$ cat src/rtl/spider_motion_ctrl_if.sv
// rtl/spider_motion_ctrl_if.sv - frame/hit inputs and sprite state outputs of one spider
interface spider_motion_ctrl_if;
    logic       frame_tick;
    logic       hit;
    logic [9:0] spider_x;
    logic [9:0] spider_y;
    logic       spider_alive;
    logic       killed;
    logic       reached_bottom;

    modport master (
        output frame_tick, hit,
        input  spider_x, spider_y, spider_alive, killed, reached_bottom
    );

    modport slave (
        input  frame_tick, hit,
        output spider_x, spider_y, spider_alive, killed, reached_bottom
    );
endinterface

$ cat src/rtl/spider_motion_ctrl.sv
// rtl/spider_motion_ctrl.sv - spider sweep/bounce/step-down motion with kill and respawn timer
// Optional feature macro: SPIDER_SPEEDUP_EN (speed grows by one on each respawn after a kill).
module spider_motion_ctrl #(
    parameter int X_START        = 0,
    parameter int Y_START        = 32,
    parameter int X_MIN          = 0,
    parameter int X_MAX          = 608,
    parameter int Y_STEP         = 16,
    parameter int Y_LIMIT        = 448,
    parameter int SPEED          = 2,
    parameter int MAX_SPEED      = 8,
    parameter int RESPAWN_FRAMES = 60
) (
    input  logic                 clk,
    input  logic                 rst,
    spider_motion_ctrl_if.slave  bus
);
    typedef enum logic {MOVE = 1'b0, DEAD = 1'b1} state_t;

    localparam int TW = (RESPAWN_FRAMES < 2) ? 1 : $clog2(RESPAWN_FRAMES + 1);
    // MAX_SPEED is a ceiling on the starting speed as well as on growth.
    localparam int SPEED_INIT = (SPEED > MAX_SPEED) ? MAX_SPEED : SPEED;

    localparam logic [10:0]   X_MIN_W   = 11'(X_MIN);
    localparam logic [10:0]   X_MAX_W   = 11'(X_MAX);
    localparam logic [10:0]   Y_STEP_W  = 11'(Y_STEP);
    localparam logic [10:0]   Y_LIMIT_W = 11'(Y_LIMIT);
    localparam logic [TW-1:0] TIMER_RST = TW'(RESPAWN_FRAMES);
    localparam logic [TW-1:0] TIMER_ONE = TW'(1);

    state_t        state_q, state_d;
    logic [9:0]    x_q, x_d;
    logic [9:0]    y_q, y_d;
    logic          dir_left_q, dir_left_d;
    logic          alive_q, alive_d;
    logic          killed_q, killed_d;
    logic          bottom_q, bottom_d;
    logic [TW-1:0] timer_q, timer_d;
    logic          step;
    logic [10:0]   x_w, y_w, speed_w;

`ifdef SPIDER_SPEEDUP_EN
    localparam logic [10:0] MAX_SPEED_W = 11'(MAX_SPEED);
    logic [10:0] speed_q, speed_d;
    logic        by_hit_q, by_hit_d;
    assign speed_w = speed_q;
`else
    assign speed_w = 11'(SPEED_INIT);
`endif

    assign x_w = {1'b0, x_q};
    assign y_w = {1'b0, y_q};

    always_comb begin
        state_d    = state_q;
        x_d        = x_q;
        y_d        = y_q;
        dir_left_d = dir_left_q;
        alive_d    = alive_q;
        killed_d   = 1'b0;
        bottom_d   = 1'b0;
        timer_d    = timer_q;
        step       = 1'b0;
`ifdef SPIDER_SPEEDUP_EN
        speed_d    = speed_q;
        by_hit_d   = by_hit_q;
`endif
        case (state_q)
            MOVE: begin
                if (bus.hit) begin
                    alive_d  = 1'b0;
                    killed_d = 1'b1;
                    state_d  = DEAD;
                    timer_d  = TIMER_RST;
`ifdef SPIDER_SPEEDUP_EN
                    by_hit_d = 1'b1;
`endif
                end else if (bus.frame_tick) begin
                    if (!dir_left_q) begin
                        if (x_w + speed_w >= X_MAX_W) begin
                            x_d        = X_MAX_W[9:0];
                            dir_left_d = 1'b1;
                            step       = 1'b1;
                        end else begin
                            x_d = 10'(x_w + speed_w);
                        end
                    end else begin
                        if (x_w <= X_MIN_W + speed_w) begin
                            x_d        = X_MIN_W[9:0];
                            dir_left_d = 1'b0;
                            step       = 1'b1;
                        end else begin
                            x_d = 10'(x_w - speed_w);
                        end
                    end
                    if (step) begin
                        if (y_w + Y_STEP_W >= Y_LIMIT_W) begin
                            y_d      = Y_LIMIT_W[9:0];
                            bottom_d = 1'b1;
                            alive_d  = 1'b0;
                            state_d  = DEAD;
                            timer_d  = TIMER_RST;
`ifdef SPIDER_SPEEDUP_EN
                            by_hit_d = 1'b0;
`endif
                        end else begin
                            y_d = 10'(y_w + Y_STEP_W);
                        end
                    end
                end
            end
            DEAD: begin
                if (bus.frame_tick) begin
                    if (timer_q == TIMER_ONE) begin
                        x_d        = 10'(X_START);
                        y_d        = 10'(Y_START);
                        dir_left_d = 1'b0;
                        alive_d    = 1'b1;
                        state_d    = MOVE;
                        timer_d    = '0;
`ifdef SPIDER_SPEEDUP_EN
                        if (by_hit_q && (speed_q < MAX_SPEED_W)) speed_d = speed_q + 11'd1;
`endif
                    end else begin
                        timer_d = timer_q - TIMER_ONE;
                    end
                end
            end
            default: state_d = MOVE;
        endcase
    end

    always_ff @(posedge clk) begin
        if (rst) begin
            state_q    <= MOVE;
            x_q        <= 10'(X_START);
            y_q        <= 10'(Y_START);
            dir_left_q <= 1'b0;
            alive_q    <= 1'b1;
            killed_q   <= 1'b0;
            bottom_q   <= 1'b0;
            timer_q    <= '0;
`ifdef SPIDER_SPEEDUP_EN
            speed_q    <= 11'(SPEED_INIT);
            by_hit_q   <= 1'b0;
`endif
        end else begin
            state_q    <= state_d;
            x_q        <= x_d;
            y_q        <= y_d;
            dir_left_q <= dir_left_d;
            alive_q    <= alive_d;
            killed_q   <= killed_d;
            bottom_q   <= bottom_d;
            timer_q    <= timer_d;
`ifdef SPIDER_SPEEDUP_EN
            speed_q    <= speed_d;
            by_hit_q   <= by_hit_d;
`endif
        end
    end

    assign bus.spider_x       = x_q;
    assign bus.spider_y       = y_q;
    assign bus.spider_alive   = alive_q;
    assign bus.killed         = killed_q;
    assign bus.reached_bottom = bottom_q;
endmodule

$ cat src/flat_wrapper.sv
// flat-port wrapper written by rule: the top's interface ports become plain ports
module spider_motion_ctrl_flat 
#(
    parameter int X_START        = 0,
    parameter int Y_START        = 32,
    parameter int X_MIN          = 0,
    parameter int X_MAX          = 608,
    parameter int Y_STEP         = 16,
    parameter int Y_LIMIT        = 448,
    parameter int SPEED          = 2,
    parameter int MAX_SPEED      = 8,
    parameter int RESPAWN_FRAMES = 60
)
  (clk, rst, bus_frame_tick, bus_hit, bus_spider_x, bus_spider_y, bus_spider_alive, bus_killed, bus_reached_bottom);
  spider_motion_ctrl_if bus_i ();
  input  logic clk;
  input  logic rst;
  input wire logic [$bits(bus_i.frame_tick)-1:0] bus_frame_tick;
  input wire logic [$bits(bus_i.hit)-1:0] bus_hit;
  output wire logic [$bits(bus_i.spider_x)-1:0] bus_spider_x;
  output wire logic [$bits(bus_i.spider_y)-1:0] bus_spider_y;
  output wire logic [$bits(bus_i.spider_alive)-1:0] bus_spider_alive;
  output wire logic [$bits(bus_i.killed)-1:0] bus_killed;
  output wire logic [$bits(bus_i.reached_bottom)-1:0] bus_reached_bottom;
  assign bus_i.frame_tick = bus_frame_tick;
  assign bus_i.hit = bus_hit;
  assign bus_spider_x = bus_i.spider_x;
  assign bus_spider_y = bus_i.spider_y;
  assign bus_spider_alive = bus_i.spider_alive;
  assign bus_killed = bus_i.killed;
  assign bus_reached_bottom = bus_i.reached_bottom;
  spider_motion_ctrl #(.X_START(X_START), .Y_START(Y_START), .X_MIN(X_MIN), .X_MAX(X_MAX), .Y_STEP(Y_STEP), .Y_LIMIT(Y_LIMIT), .SPEED(SPEED), .MAX_SPEED(MAX_SPEED), .RESPAWN_FRAMES(RESPAWN_FRAMES)) u_core (.clk(clk), .rst(rst), .bus(bus_i));
endmodule
$ cat config.mk
export PLATFORM = sky130hd
export DESIGN_NAME = spider_motion_ctrl_flat
export DESIGN_NICKNAME = d
export VERILOG_FILES = /design/src/rtl/spider_motion_ctrl_if.sv /design/src/rtl/spider_motion_ctrl.sv /design/src/flat_wrapper.sv
export SDC_FILE = /design/constraint.sdc
export NUM_CORES = 1
export LEC_CHECK = 0
export ABC_CLOCK_PERIOD_IN_PS = 4100
export CAP_MARGIN = 15
export CORE_MARGIN = 4
export CORE_UTILIZATION = 50
export DETAILED_ROUTE_END_ITERATION = 8
export GPL_TIMING_DRIVEN = 0
export PLACE_DENSITY = 0.84
export SYNTH_ARGS = -nofsm -noshare
export SYNTH_HDL_FRONTEND = slang
export SYNTH_SLANG_ARGS = --single-unit
$ cat constraint.sdc
create_clock -name clk -period 4.1 [get_ports clk]
set_input_delay 0.41 -clock clk [delete_from_list [all_inputs] [get_ports clk]]
set_output_delay 0.41 -clock clk [all_outputs]
set_load 0.005 [all_outputs]
==> results of run 1 <==
[critical path, stage by stage (launching register included)]
cell and delay (ps):
dfxtp_1 390, ha_1 290, and3b_1 220, o221ai_1 110, a221oi_1 560, nand4_1 180, or2_1 230, clkbuf_1 190
a31o_2 270
[layout by cell type, fill, tap and decap left out, drive strengths merged, types with 2 or more instances in the layout]
master,n
a31oi,3
a311oi,3
inv,11
a21oi,16
buf,9
a211oi,4
o211ai,4
mux2i,4
nand4,3
o21bai,2
o2bb2ai,2
ha,7
and2,6
a221o,2
or3,2
nor4,3
a211o,2
nand3b,2
nor4b,2
nor3b,4
clkbuf,10
and3,7
or2,2
a22oi,3
a22o,2
clkdlybuf4s50,20
and3b,2
nand3,6
o21ai,12
nor2,24
nand2,23
o21a,4
nor2b,2
dfxtp,26
nor3,9
conb,5
nand2b,3
[final timing paths]
kind | start | endpoint | cells after the start
worst max register to register | u_core.bus.spider_y[4] | u_core.bus.spider_alive | 8
worst min register to register | u_core.bus.spider_alive | u_core.bus.spider_alive | 1
worst max-delay path | u_core.bus.spider_y[4] | u_core.bus.spider_alive | 8
worst min-delay path | u_core.bus.spider_alive | u_core.bus.spider_alive | 1
[power by group through the flow]
stage / registers (mW) / clock network [mW] / logic (mW)
2_1_floorplan: 0.286 / 0 / 0.116
3_3_place_gp: 0.287 / 0 / 0.153
3_5_place_dp: 0.288 / 0 / 0.157
4_1_cts: 0.282 / 0.224 / 0.158
5_1_grt: 0.285 / 0.231 / 0.177
6_report: 0.282 / 0.223 / 0.161
[metrics by stage]
stage | setup slack (ps) | cells
2_1_floorplan | 1900 | 244
3_3_place_gp | 1480 | 310
3_5_place_dp | 1480 | 310
4_1_cts | 1600 | 314
5_1_grt | 1300 | 314
6_report | 1560 | 314
[state kept, by name (all words and copies together), names as in the netlist]
| register | flops |
|---|---|
| u_core.timer_q | 6 |
| u_core.bus.killed | 1 |
| u_core.bus.reached_bottom | 1 |
| u_core.bus.spider_x | 9 |
| u_core.state_q | 1 |
| u_core.dir_left_q | 1 |
| u_core.bus.spider_alive | 1 |
| u_core.bus.spider_y | 6 |
[cells by family (layout without fill, tap and decap cells)]
logic type | after synthesis | count (layout) | synth area share [%]
AOI/OAI and AO/OA | 70 | 70 | 26.6
xor gates and xnor gates | 2 | 2 | 0.945
adders and majority gates | 7 | 7 | 4.73
buffers and inverters | 27 | 51 | 7.43
DFF | 26 | 26 | 28.1
muxes | 4 | 4 | 2.16
other | 1 | 5 | 0.202
and+or+nand+nor | 103 | 103 | 29.8
[final cells by class]
class,count,share of cell area [%]
Clock buffer,3,1.88
Inverter,11,1.88
Buffer,16,4.38
Tap cell,46,2.62
Multi-Input combinational cell,191,55.1
Timing Repair Buffer,20,9.11
Sequential cell,26,23.7
Clock inverter,1,1.37
[per-layer routing]
metal	part of all wire (%)	vias up	global-route usage, %
li1	-	928	-
met1	48	838	28.2
met2	45	71	31.9
met3	6.0	7	2.76
met4	1.5	0	6.81
met5	0	-	0
==> results.toml, run 1 <==
[flow_run]
max_cap_violations = 0

[clock_tree]
htreeDepth = 1
cts_sinks = 26
cts_resized = 0
cts_hold_buf = 0
cts_inserted_buffers = 3
root_buffer = "clkbuf_8"
cts_tree = "done"
post_cts_buffers = 0
clkLatencyLatePin_ps = 280
clockBufferDepth = 2
clk_pin_slew_worst_paths_ps = 100

[power]
p_int_mw = 0.471
p_leak_nw = 0.847
p_sw_mw = 0.195
power.share.switching_pct = 29.3
pwr-share-comb_pct = 24.1
cellPowerDensity_nw_per_um2 = 303
sequentialPowerShare_pct = 42.3
power_mw = 0.666
pwr-share-clk_pct = 33.5
ir_drop_mv = 0.133

[synth]
synth_area_um2 = 1850
synth_commonest_cells = "26 x dfxtp_1, 24 x nor2_1, 23 x nand2_1"
synth.area.top_cells = "dfxtp_1 28%, nor2_1 4.9%, ha_1 4.7%"
yosysWarnings = 0
synth.top_cell.area_share_pct = 28.1
yosysMostFrequentCell = "dfxtp_1"
synth_cells = 240
async_reset_ff_share_pct = 0
yosysUniqueCellTypes = 60
synth.avg_cell_area_um2 = 7.72
synth_area_leader_cell = "dfxtp_1"
synth_ff_type = "dfxtp_1"
synth-edff-count = 0
ys_ff_latch = 26
seq_area_frac_synth_pct = 28.1

[timing]
fmax_ghz = 0.394
fin_tns_setup_ps = 0
worst_pin_slew_ps = 901
slew_violations = 0
finalHoldViolCount = 0
whs_ps = 530
post-route-min-period_ps = 2540
rsz0062_at_grt = "no"
clock_skew_ps = 1.69
finalSetupViolCount = 0
slew_headroom_pct = 39.6
post-route-period-util_pct = 61.8

[drt]
drt_iter0_markers = 196
vias = 1844
routed_wl_um = 4500
drtPass1Iterations = 5
drc = 0
wl_per_cell_um = 14.3
viasPerCell = 5.87
drtAntennaViolNets = 0

[finish]
utilization_pct = 63.3
final_cell_area_um2 = 2200
nets = 280
register_area_um2 = 520
nFillCells = 305
syn_to_final_growth_pct = 18.6
num_antenna_cells = 0
multiInputGateArea_um2 = 1210
drive_gt1_share_pct = 7.84

[die]
die_height_um = 68.9
start_util_pct = 53.4
num_rows = 21
core_area_um2 = 3470
ioPinCount = 27
die_area_um2 = 4740
dieWidth_um = 68.9

[global_routing]
grt.total_usage_pct = 20.2
grt_pass1_vias = 1614
grt_max_degree = 16
grt_pass1_wl_um = 7400
grt_antenna_before_repair = 0
grt-ovfl-total = 0

[worst_setup_path]
path_max_fanout = 8
reg2reg_setup_slack_ps = 1560
critPathKind = "flop to flop"
critPathLaunchType = "flop"
worstPathArrival_ps = 2720
cp_data_required_time_ps = 4290
cp-end-kind = "flop"

[place]
io_buffers = 20
placed_cell_area_um2 = 2130
gp_congestion = 0.891
post-dp-hpwl_um = 3280

[worst_hold_path]
min_path_type = "flop to flop"

[run_status]
status = "complete, no violations"
(Power assumes the default switching activity.)
==> inputs of run 2 (changes only) <==
--- a/config.mk
+++ b/config.mk
@@ -5,13 +5,13 @@
 export SDC_FILE = /design/constraint.sdc
 export NUM_CORES = 1
 export LEC_CHECK = 0
-export ABC_CLOCK_PERIOD_IN_PS = 4100
+export ABC_CLOCK_PERIOD_IN_PS = 2200
 export CAP_MARGIN = 15
 export CORE_MARGIN = 4
-export CORE_UTILIZATION = 50
+export CORE_UTILIZATION = 49
 export DETAILED_ROUTE_END_ITERATION = 8
 export GPL_TIMING_DRIVEN = 0
-export PLACE_DENSITY = 0.84
+export PLACE_DENSITY = 0.86
 export SYNTH_ARGS = -nofsm -noshare
 export SYNTH_HDL_FRONTEND = slang
 export SYNTH_SLANG_ARGS = --single-unit
==> constraint.sdc (replaced) <==
create_clock -name clk -period 2.2 [get_ports clk]
set_input_delay 0.22 -clock clk [delete_from_list [all_inputs] [get_ports clk]]
set_output_delay 0.22 -clock clk [all_outputs]
set_load 0.005 [all_outputs]
==> run 2 against run 1 <==
  * Maximum frequency rose by 16%
  * Core utilization down 0.19 points
  * Combinational power rose by 110%
  * Final cell count grew 1.6%
  * Sequential power rose by 88%
  * Critical endpoint is now u_core.bus.spider_x[1]
  * Largest cell class unchanged
  * Largest power group unchanged
==> results.toml, run 2 (synthesis results as in run 1) <==
[drt]
drtPass1Iterations = 5
routed_wl_um = 4880
drc = 0
viasPerCell = 6.13
wl_per_cell_um = 15.3
drtAntennaViolNets = 0
drt_iter0_markers = 193
vias = 1956

[die]
num_rows = 22
ioPinCount = 27
die_height_um = 69.5
core_area_um2 = 3660
start_util_pct = 50.6
die_area_um2 = 4830
dieWidth_um = 69.5

[finish]
num_antenna_cells = 0
drive_gt1_share_pct = 15.9
syn_to_final_growth_pct = 24.8
nFillCells = 310
nets = 283
final_common_cell = "nor2_1"
finalNonFillerCells = 319
largest_register_ff_count = 9
final_cell_mix = "24 x nor2_1, 23 x nand2_1, 21 x dfxtp_1"
final_cell_area_um2 = 2310
utilization_pct = 63.2

[worst_setup_path]
crit_path_top_delay_cell = "dfxtp_4"
critPathLaunchType = "flop"
path_cells = "buf_6 > and4_4 > a221o_1 > a221o_1 > o21a_2 > buf_6 > a211o_1 > a21oi_2"
crit_family = "compound AO/OA/AOI/OAI gates"
cp_data_required_time_ps = 2400
cp-end-kind = "flop"
worstPathArrival_ps = 2400
critPathKind = "flop to flop"
critPathBufInv = 2
path_max_fanout = 10
cpPeakStageDelay_ps = 370

[global_routing]
grt.total_usage_pct = 19.4
grt_max_degree = 15
grt_pass1_wl_um = 7890
grt_pass1_vias = 1807
grt-ovfl-total = 0
grt_antenna_before_repair = 0

[place]
post-dp-hpwl_um = 3330
gp_congestion = 0.862
io_buffers = 20
placed_cell_area_um2 = 2130
place_ws_ps = -305
place_inst = 312

[timing]
fmax_ghz = 0.456
finalHoldViolCount = 0
rsz0062_at_grt = "yes"
clock_skew_ps = 6.22
finalSetupViolCount = 0
post-route-min-period_ps = 2190
worst_pin_slew_ps = 548
whs_ps = 429
worst_slack_ps = 7.61
post-route-period-util_pct = 99.7
slew_headroom_pct = 63.5
fin_tns_setup_ps = 0
slew_violations = 0

[power]
ir_drop_mv = 0.351
p_leak_nw = 0.884
power_mw = 1.18
cellPowerDensity_nw_per_um2 = 512

[clock_tree]
cts_tree = "done"
root_buffer = "clkbuf_8"
cts_inserted_buffers = 3
clockBufferDepth = 2
htreeDepth = 1
clk_pin_slew_worst_paths_ps = 100
cts_sinks = 26
clkLatencyLatePin_ps = 280

[worst_hold_path]
min_path_type = "input port to flop"

[flow_run]
max_cap_violations = 0

[run_status]
status = "complete, no violations"
[run 2: cell types whose count changed in the layout (fill, tap and decap cells not counted), moves of 2 or more]
cell,before,now
dfxtp_2,0,3
dfxtp_1,26,21
ha_1,7,5
a311oi_1,3,1
buf_4,5,10
buf_6,2,4
dfxtp_4,0,2
buf_2,2,0
clkbuf_1,7,4
[run 2: path summary, 6_finish.rpt]
kind | depth (start not counted) | end | startpoint | slack [ps]
setup / recovery | 8 | u_core.bus.spider_x[1] | u_core.bus.spider_x[1] | 8
hold / removal | 3 | u_core.timer_q[3] | rst | 430
setup reg to reg | 8 | u_core.bus.spider_x[1] | u_core.bus.spider_x[1] | 8
hold reg to reg | 1 | u_core.bus.spider_alive | u_core.bus.spider_alive | 540
[run 2: worst reg2reg max path: stages (launching register included)]
cell     delay [ps]
dfxtp_4         370
buf_6           140
and4_4          150
a221o_1         330
a221o_1         350
o21a_2          230
buf_6           150
a211o_1         300
a21oi_2         110
[run 2: layer usage]
layer | vias up | GRT usage [%] | part of all wire, %
li1 | 933 | - | -
met1 | 906 | 23.5 | 42
met2 | 100 | 33.5 | 49
met3 | 17 | 3.33 | 6.8
met4 | 0 | 8.24 | 2.6
met5 | - | 0 | 0
[run 2: timing repair]
item                       CTS  global route
setup endpoints to repair   23            18
setup buffers                2             3
pin swaps                    4             2
hold buffers                 0             0
gates resized for setup     15            10
[run 2: cell type report]
type | instances | area (um2) | share of cell area (%)
Buffer | 14 | 103 | 4.44
Clock buffer | 4 | 55.1 | 2.38
Inverter | 11 | 41.3 | 1.79
Multi-Input combinational cell | 191 | 1280 | 55.5
Sequential cell | 26 | 532 | 23.0
Tap cell | 48 | 60.1 | 2.60
Timing Repair Buffer | 25 | 238 | 10.3
[run 2: power by group]
group	internal (mW)	total, mW	switching (mW)	leakage (nW)
registers	0.496	0.530	0.0333	0.215
logic	0.150	0.334	0.184	0.640
clock network	0.160	0.319	0.159	0.0288
==> inputs of run 3 (changes only) <==
--- a/config.mk
+++ b/config.mk
@@ -9,6 +9,7 @@
 export CAP_MARGIN = 15
 export CORE_MARGIN = 4
 export CORE_UTILIZATION = 49
+export CTS_CLUSTER_DIAMETER = 150
 export DETAILED_ROUTE_END_ITERATION = 8
 export GPL_TIMING_DRIVEN = 0
 export PLACE_DENSITY = 0.86
==> results of run 3 <==
Same layout as run 2: the final DEF is identical, and so are final timing and power.
